`config.mk`:
```
export PLATFORM = sky130hd
export DESIGN_NAME = rd_writeback_buffer_flat
export DESIGN_NICKNAME = d
export VERILOG_FILES = /design/src/rtl/rd_writeback_buffer_if.sv /design/src/rtl/rd_writeback_buffer.sv /design/src/flat_wrapper.sv
export SDC_FILE = /design/constraint.sdc
export NUM_CORES = 1
export LEC_CHECK = 0
export ABC_CLOCK_PERIOD_IN_PS = 2700
export BUFFER_PORTS_ARGS = -buffer_cell sky130_fd_sc_hd__buf_2
export CAP_MARGIN = 10
export CORE_MARGIN = 1
export CORE_UTILIZATION = 35
export DETAILED_ROUTE_END_ITERATION = 10
export PLACE_DENSITY = 0.52
export SETUP_SLACK_MARGIN = 0.1
export SLEW_MARGIN = 10
export SYNTH_ARGS = -nofsm -noshare
export SYNTH_HDL_FRONTEND = slang
export SYNTH_SLANG_ARGS = --single-unit
```
`constraint.sdc`:
```
create_clock -name clk -period 2.7 [get_ports clk]
set_input_delay 0.27 -clock clk [delete_from_list [all_inputs] [get_ports clk]]
set_output_delay 0.27 -clock clk [all_outputs]
set_load 0.01 [all_outputs]
```
`src/rtl/rd_writeback_buffer_if.sv`:
```
// rd_writeback_buffer_if: result-input, register-file write and hazard-probe bundle
interface rd_writeback_buffer_if #(parameter int N = 16, parameter int A = 4, parameter int DEPTH = 4);
    logic [3:0]              op_code;
    logic [A-1:0]            rd_addr;
    logic [N-1:0]            res_in;
    logic                    in_valid;
    logic                    in_ready;
    logic                    wr_en;
    logic [A-1:0]            wr_addr;
    logic [N-1:0]            wr_data;
    logic                    wr_ready;
    logic [A-1:0]            rs_query;
    logic                    pend_hit;
    logic [$clog2(DEPTH):0]  level;
    logic [15:0]             wb_count;
    modport master (
        output op_code, rd_addr, res_in, in_valid, wr_ready, rs_query,
        input  in_ready, wr_en, wr_addr, wr_data, pend_hit, level, wb_count
    );
    modport slave (
        input  op_code, rd_addr, res_in, in_valid, wr_ready, rs_query,
        output in_ready, wr_en, wr_addr, wr_data, pend_hit, level, wb_count
    );
endinterface

```
`src/rtl/rd_writeback_buffer.sv`:
```
// rd_writeback_buffer: in-order FIFO of register-writing ALU results feeding the register-file write port
module rd_writeback_buffer #(parameter int N = 16, parameter int A = 4, parameter int DEPTH = 4) (
    input  logic                  clk,
    input  logic                  rst,
    rd_writeback_buffer_if.slave  bus
);
    localparam int P = $clog2(DEPTH);
    logic [A-1:0]     r_addr [DEPTH];
    logic [N-1:0]     r_data [DEPTH];
    logic [DEPTH-1:0] r_vld;
    logic [P-1:0]     r_wp;
    logic [P-1:0]     r_rp;
    logic [P:0]       r_level;
    logic [15:0]      r_wb_count;
    logic             w_push;
    logic             w_pop;
    logic             w_hit;
    assign bus.in_ready = r_level != (P+1)'(DEPTH);
    assign bus.wr_en    = r_level != '0;
    // non-writing ops are still handshaken so the producer never stalls on them
    assign w_push       = bus.in_valid && bus.in_ready && bus.op_code[3:2] == 2'b00;
    assign w_pop        = bus.wr_en && bus.wr_ready;
    assign bus.wr_addr  = bus.wr_en ? r_addr[r_rp] : '0;
    assign bus.wr_data  = bus.wr_en ? r_data[r_rp] : '0;
    assign bus.pend_hit = w_hit;
    assign bus.level    = r_level;
    assign bus.wb_count = r_wb_count;
    always_comb begin
        w_hit = 1'b0;
        for (int i = 0; i < DEPTH; i++) w_hit = w_hit | (r_vld[i] && r_addr[i] == bus.rs_query);
    end
    always_ff @(posedge clk) begin
        if (rst) begin
            r_wp       <= '0;
            r_rp       <= '0;
            r_level    <= '0;
            r_wb_count <= '0;
            r_vld      <= '0;
        end else begin
            if (w_push) begin
                r_addr[r_wp] <= bus.rd_addr;
                r_data[r_wp] <= bus.res_in;
                r_wp         <= r_wp + 1'b1;
            end
            if (w_pop) begin
                r_rp       <= r_rp + 1'b1;
                r_wb_count <= r_wb_count + 16'd1;
            end
            r_vld   <= (r_vld & ~(DEPTH'(w_pop) << r_rp)) | (DEPTH'(w_push) << r_wp);
            r_level <= r_level + (P+1)'(w_push) - (P+1)'(w_pop);
        end
    end
endmodule

```
`src/flat_wrapper.sv`:
```
// flat-port wrapper written by rule: the top's interface ports become plain ports
module rd_writeback_buffer_flat 
#(parameter int N = 16, parameter int A = 4, parameter int DEPTH = 4)
  (clk, rst, bus_op_code, bus_rd_addr, bus_res_in, bus_in_valid, bus_wr_ready, bus_rs_query, bus_in_ready, bus_wr_en, bus_wr_addr, bus_wr_data, bus_pend_hit, bus_level, bus_wb_count);
  rd_writeback_buffer_if #(.N(N), .A(A), .DEPTH(DEPTH)) bus_i ();
  input  logic clk;
  input  logic rst;
  input wire logic [$bits(bus_i.op_code)-1:0] bus_op_code;
  input wire logic [$bits(bus_i.rd_addr)-1:0] bus_rd_addr;
  input wire logic [$bits(bus_i.res_in)-1:0] bus_res_in;
  input wire logic [$bits(bus_i.in_valid)-1:0] bus_in_valid;
  input wire logic [$bits(bus_i.wr_ready)-1:0] bus_wr_ready;
  input wire logic [$bits(bus_i.rs_query)-1:0] bus_rs_query;
  output wire logic [$bits(bus_i.in_ready)-1:0] bus_in_ready;
  output wire logic [$bits(bus_i.wr_en)-1:0] bus_wr_en;
  output wire logic [$bits(bus_i.wr_addr)-1:0] bus_wr_addr;
  output wire logic [$bits(bus_i.wr_data)-1:0] bus_wr_data;
  output wire logic [$bits(bus_i.pend_hit)-1:0] bus_pend_hit;
  output wire logic [$bits(bus_i.level)-1:0] bus_level;
  output wire logic [$bits(bus_i.wb_count)-1:0] bus_wb_count;
  assign bus_i.op_code = bus_op_code;
  assign bus_i.rd_addr = bus_rd_addr;
  assign bus_i.res_in = bus_res_in;
  assign bus_i.in_valid = bus_in_valid;
  assign bus_i.wr_ready = bus_wr_ready;
  assign bus_i.rs_query = bus_rs_query;
  assign bus_in_ready = bus_i.in_ready;
  assign bus_wr_en = bus_i.wr_en;
  assign bus_wr_addr = bus_i.wr_addr;
  assign bus_wr_data = bus_i.wr_data;
  assign bus_pend_hit = bus_i.pend_hit;
  assign bus_level = bus_i.level;
  assign bus_wb_count = bus_i.wb_count;
  rd_writeback_buffer #(.N(N), .A(A), .DEPTH(DEPTH)) u_core (.clk(clk), .rst(rst), .bus(bus_i));
endmodule
```
==> results.ini, run 1 <==
[final_layout]
layout-drive-gt1-share_pct = 30.5
final_cell_mix = edfxtp_1 (80), buf_2 (71), dfxtp_1 (29)
n_fill_cell = 1207
fin_util_pct = 43.0
multi_input_area_sq_um = 1480
mostFrequentLayoutCell = edfxtp_1
fin_nets = 418
area_delta_synth_final_pct = 19.6
regArea_sq_um = 2980

[route]
first_pass_iters = 4
wl_met1_mm = 3.91
ant_nets = 0
routed.top_layer = met4
drtIter0Drc = 144
via_per_inst = 4.73
wl_per_cell_um = 16.0
wirelength_mm = 8.93
dr_wl_met3_um = 464
num_vias = 2634
route.detailed.drc = 0
dr_wl_met2_mm = 4.46

[clock_tree]
insertion_delay_ns = 0.35
clockBufferDepth = 2
hold_buffers = 0
numCtsBuffers = 9
clkTransAtPathRegs_ns = 0.07
cts_tree = built
cts-root-buf = clkbuf_16
post_cts_buffers = 0
post_cts_resize_count = 0
h-tree-depth = 3
cts_num_sinks = 109

[pwr]
power.density_nw_per_um2 = 795
power_frac_comb_pct = 24.2
swShare_pct = 27.9
power.switching_mw = 1.21
ir_drop_v = 0.000422
p_int_mw = 3.11
cellLeakagePower_nw = 1.95
power_frac_seq_pct = 45.0
power_frac_clock_pct = 30.8
total_power_mw = 4.32

[placed_design]
pre_cts_slack_ns = 0.347
io_buffers = 71
gp_congestion = 0.720
post-dp-hpwl_mm = 5.79

[worst_setup_path]
end_kind = flop
crit_slowest_cell = and3_1
critPathLaunchType = flop
worstPathMaxFanout = 20
crit_arrival_ns = 2.30
critical-path-max-stage-delay_ns = 0.90
required_ns = 2.67
path_cells = or3b_1, nand3_1, inv_2, and3_1
path_class = flop to flop

[sta]
hold_viol = 0
tightestPinTransition_ns = 1.09
tns_ns = 0
setup_viol = 0
fin_crit_ns = 2.34
slew_violations = 0
worst_slack_ns = 0.362
fin_crit_sh_pct = 86.6
fin_hold_ws_ns = 0.131
fin_skew_ns = 0.00823
rsz0062_at_grt = false
relSlewSlack_pct = 27.7
clock.fmax_ghz = 0.428

[logic_synthesis]
synth_nets = 341
syn_area_sq_um = 4540
synthCells = 302
syn_area_per_cell_sq_um = 15.0
synth.distinct_cells = 32
ys_warn_count = 0
seq_area_frac_synth_pct = 65.7
synth_area_leaders = edfxtp_1 (53%), dfxtp_1 (13%), mux4_2 (9.9%)
yosysTopAreaCell = edfxtp_1
yosysTopAreaCellShare_pct = 52.9
ys_ff_latch = 109

[die]
io_pins = 74
placement_rows = 41
initial_utilization_pct = 36.0
core-area_sq_um = 12600
die_w_um = 116
die_area_sq_um = 13400
die_h_um = 116

[global_routing]
antenna_found_initial = 1
gr-usage-all-layers_pct = 14.2
grt_pass1_vias = 2631
overflow = 0
grt_pass1_wl_mm = 13.8
grt_max_degree = 29

[status]
status = complete, no violations

[flow_run]
cap_violations = 0

[min_path]
hp-class = input pin to flop

-- final cells by class --
cell class	instances	area share, %
flip-flops and latches	109	54.9
multi-input cells	174	27.3
repair buffers	78	7.74
clock buffers	11	4.47
well taps	172	3.96
clock inverters	5	1.06
inverters	7	0.484
diodes	1	0.0461
-- per-stage QoR --
step | instance area (sq um) | cells
global placement | 5130 | 540
CTS | 5430 | 556
floorplan | 4540 | 302
global route | 5430 | 556
finish | 5430 | 557
detailed placement | 5130 | 540
-- metal layers --
layer | track usage (%) | vias up
li1 | - | 1283
met1 | 16.8 | 1285
met2 | 24.0 | 59
met3 | 5.28 | 7
met4 | 4.62 | 0
met5 | 0 | -
-- kinds of logic after synthesis --
group	after synthesis	synth area share (%)
flops	109	65.7
simple gates	94	11.3
xor+xnor	31	5.98
compound gates	22	3.20
mux	20	9.93
buf+inv	19	1.74
fa+ha+maj	7	2.10
-- power by group through the flow --
stage	sequential, mW	clock [mW]	combinational (mW)
final	1.94	1.33	1.04
after global routing	1.96	1.44	1.15
after CTS	1.95	1.38	1.08
after detailed placement	1.98	0	1.07
after global placement	1.98	0	1.06
after floorplan	1.95	0	0.699
-- synthesized netlist by cell type, drive strengths merged --
cell type and number:
a21oi 9, a32o 2, and2 1, and3 7, and4 2, buf 3, clkbuf 9, dfxtp 29
edfxtp 80, fa 1, ha 6, inv 7, mux4 20, nand2 11, nand3 12, nand4 8
nor2 18, nor2b 22, nor3 6, o21ai 7, o311a 1, o31a 1, o31ai 2, or3 5
or3b 1, or4 1, xnor2 9, xor2 22
-- critical path, delay by kind of cell (launching register included) --
kind	cells	cell delay, ns
buf+inv	1	0.19
simple gates	3	1.26
flops	1	0.50
-- path summary, 6_finish.rpt --
check | from | slack, ns | cells after the start | to
max reg2reg | u_core.bus.level[1] | 0.36 | 4 | u_core.r_data[3][5]
min reg2reg | u_core.bus.wb_count[15] | 0.50 | 2 | u_core.bus.wb_count[15]
max | u_core.bus.level[1] | 0.36 | 4 | u_core.r_data[3][5]
min | bus_rd_addr[0] | 0.13 | 1 | u_core.r_addr[2][0]
-- state kept, by name, indices dropped and copies added, names as in the netlist, named ones only --
signal	cells
u_core.r_rp	2
u_core.bus.wb_count	16
u_core.r_data	64
u_core.r_addr	16
u_core.bus.level	3
u_core.r_vld	4
u_core.r_wp	2
No activity file was read; power rests on OpenSTA's default activity.
==> run 2, diff against run 1 <==
--- a/config.mk
+++ b/config.mk
@@ -10,6 +10,7 @@
 export CAP_MARGIN = 10
 export CORE_MARGIN = 1
 export CORE_UTILIZATION = 35
+export CTS_BUF_LIST = sky130_fd_sc_hd__clkbuf_16
 export DETAILED_ROUTE_END_ITERATION = 10
 export PLACE_DENSITY = 0.52
 export SETUP_SLACK_MARGIN = 0.1
==> run 2 against run 1 <==
Net effect:
- wire length barely moved
- sequential power about the same
- combinational power barely moved
==> results.ini, run 2 (same netlist as run 1, synthesis figures left out) <==
[sta]
tns_ns = 0  ; unchanged
tightestPinTransition_ns = 1.09  ; +0.0000921 ns
clock.fmax_ghz = 0.427  ; -0.16%
fin_hold_ws_ns = 0.130  ; -0.00135 ns
hold_viol = 0  ; unchanged
rsz0062_at_grt = false
slew_violations = 0  ; unchanged
setup_viol = 0  ; unchanged
relSlewSlack_pct = 27.7  ; about the same
fin_crit_ns = 2.34  ; +0.00364 ns
fin_crit_sh_pct = 86.7  ; +0.13 points
fin_skew_ns = 0.00860  ; +0.000372 ns

[clock_tree]
cts_num_sinks = 109  ; unchanged
clockBufferDepth = 2  ; unchanged
post_cts_buffers = 0  ; unchanged
cts-root-buf = clkbuf_16
h-tree-depth = 3  ; unchanged
cts_tree = built
insertion_delay_ns = 0.35  ; about the same
numCtsBuffers = 9  ; unchanged
clkTransAtPathRegs_ns = 0.07  ; about the same
hold_buffers = 0  ; unchanged
post_cts_resize_count = 0  ; unchanged

[worst_setup_path]
critPathLaunchType = flop
reg2reg_to = u_core.r_data[3][5]
reg2reg_from = u_core.bus.level[1]
r2r_cells = 4  ; unchanged
rrSetupSlack_ns = 0.36  ; about the same
end_kind = flop
crit_slowest_cell = and3_1
path_class = flop to flop
worstPathMaxFanout = 20  ; unchanged
required_ns = 2.67  ; about the same
path_delay_family = simple AND/OR/NAND/NOR gates
crit_arrival_ns = 2.31  ; about the same
path_cells = or3b_1, nand3_1, inv_2, and3_1
cp_num_buf_inv = 1  ; unchanged
critical-path-max-stage-delay_ns = 0.90  ; about the same

[die]
placement_rows = 41  ; unchanged
die_h_um = 116  ; unchanged
initial_utilization_pct = 36.0  ; unchanged
core-area_sq_um = 12600  ; unchanged
die_area_sq_um = 13400  ; unchanged
die_w_um = 116  ; unchanged
io_pins = 74  ; unchanged

[final_layout]
final_cell_mix = edfxtp_1 (80), buf_2 (71), dfxtp_1 (29)
instances_no_fill = 557  ; unchanged
fin_nets = 418  ; unchanged
top_register = u_core.r_data
area_delta_synth_final_pct = 19.4
multi_input_area_sq_um = 1480  ; unchanged
mostFrequentLayoutCell = edfxtp_1
n_fill_cell = 1208  ; +0.083%
largest_reg_flops = 64  ; unchanged
layout-drive-gt1-share_pct = 30.2  ; -0.26 points
fin_util_pct = 42.9  ; -0.079 points
regArea_sq_um = 2980  ; unchanged

[pwr]
p_int_mw = 3.08  ; -1.0%
power_frac_seq_pct = 45.4  ; +0.4 points
power_frac_clock_pct = 30.3  ; -0.5 points
cellLeakagePower_nw = 1.95  ; about the same
power.density_nw_per_um2 = 791  ; -0.54%
power_frac_comb_pct = 24.4  ; +0.2 points
ir_drop_v = 0.000422  ; about the same
power.switching_mw = 1.21  ; about the same
swShare_pct = 28.1  ; +0.23 points

[global_routing]
overflow = 0  ; unchanged
gr-usage-all-layers_pct = 14.2  ; unchanged
grt_pass1_wl_mm = 13.8  ; unchanged
grt_max_degree = 29  ; unchanged
antenna_found_initial = 1  ; unchanged
grt_pass1_vias = 2631  ; unchanged

[placed_design]
post-dp-hpwl_mm = 5.79  ; unchanged
io_buffers = 71  ; unchanged
placedCellCount = 540  ; unchanged
gp_congestion = 0.720  ; unchanged

[route]
drtIter0Drc = 150  ; +4.2%
wirelength_mm = 8.94  ; about the same
ant_nets = 0  ; unchanged
via_per_inst = 4.73  ; about the same
route.detailed.drc = 0  ; unchanged
wl_per_cell_um = 16.0  ; about the same
num_vias = 2635  ; +0.038%
first_pass_iters = 4  ; unchanged

[flow_run]
cap_violations = 0  ; unchanged

[min_path]
hold_end = u_core.r_addr[2][0]
min_from = bus_rd_addr[0]
hp-class = input pin to flop
hold_depth = 1  ; unchanged

[status]
status = complete, no violations

## run 2: cell types whose count changed in the layout (fill, tap and decap cells not counted)
cell,previous run,this run
clkbuf_1,1,0
clkbuf_8,1,0
clkinv_1,0,1
inv_1,6,7
## run 2: power by group through the flow
stage                     sequential (mW)  combinational (mW)  clock (mW)
final                                1.94                1.04        1.30
after global routing                 1.96                1.15        1.40
after CTS                            1.95                1.08        1.34
after detailed placement             1.98                1.07           0
after global placement               1.98                1.06           0
after floorplan                      1.95               0.699           0
## run 2: how the worst max path moves through the flow
stage | startpoint | endpoint | cells past startpoint
after global routing | u_core.bus.level[1] | u_core.r_data[3][5] | 4
final | u_core.bus.level[1] | u_core.r_data[3][5] | 4
after detailed placement | u_core.bus.level[1] | u_core.r_data[3][5] | 4
after floorplan | u_core.bus.level[2] | u_core.bus.level[2] | 8
after global placement | u_core.bus.level[1] | u_core.r_data[3][5] | 4
after CTS | u_core.bus.level[1] | u_core.r_data[3][5] | 4
## run 2: layer usage
metal / GRT usage [%] / vias up / share of wire [%]
met3: 5.28 / 7 / 5.2
met2: 24.0 / 59 / 50
met4: 4.62 / 0 / 1.1
met1: 16.8 / 1285 / 44
met5: 0 / - / 0
li1: - / 1284 / -
## run 2: layout make-up
type	count	share of cell area, %
inverter	7	0.485
sequential	109	55.0
clock inverter	7	1.20
multi-input combinational	174	27.3
antenna	1	0.0462
tap	172	3.97
timing repair buffer	78	7.76
clock buffer	9	4.16
## run 2: per-stage QoR
stage | area, sq um | setup WS, ns | total power [mW]
5_1_grt | 5420 | 0.176 | 4.52
3_5_place_dp | 5130 | 0.347 | 3.06
3_3_place_gp | 5130 | 0.362 | 3.04
2_1_floorplan | 4540 | 0.524 | 2.65
4_1_cts | 5420 | 0.310 | 4.37
6_report | 5420 | 0.359 | 4.29
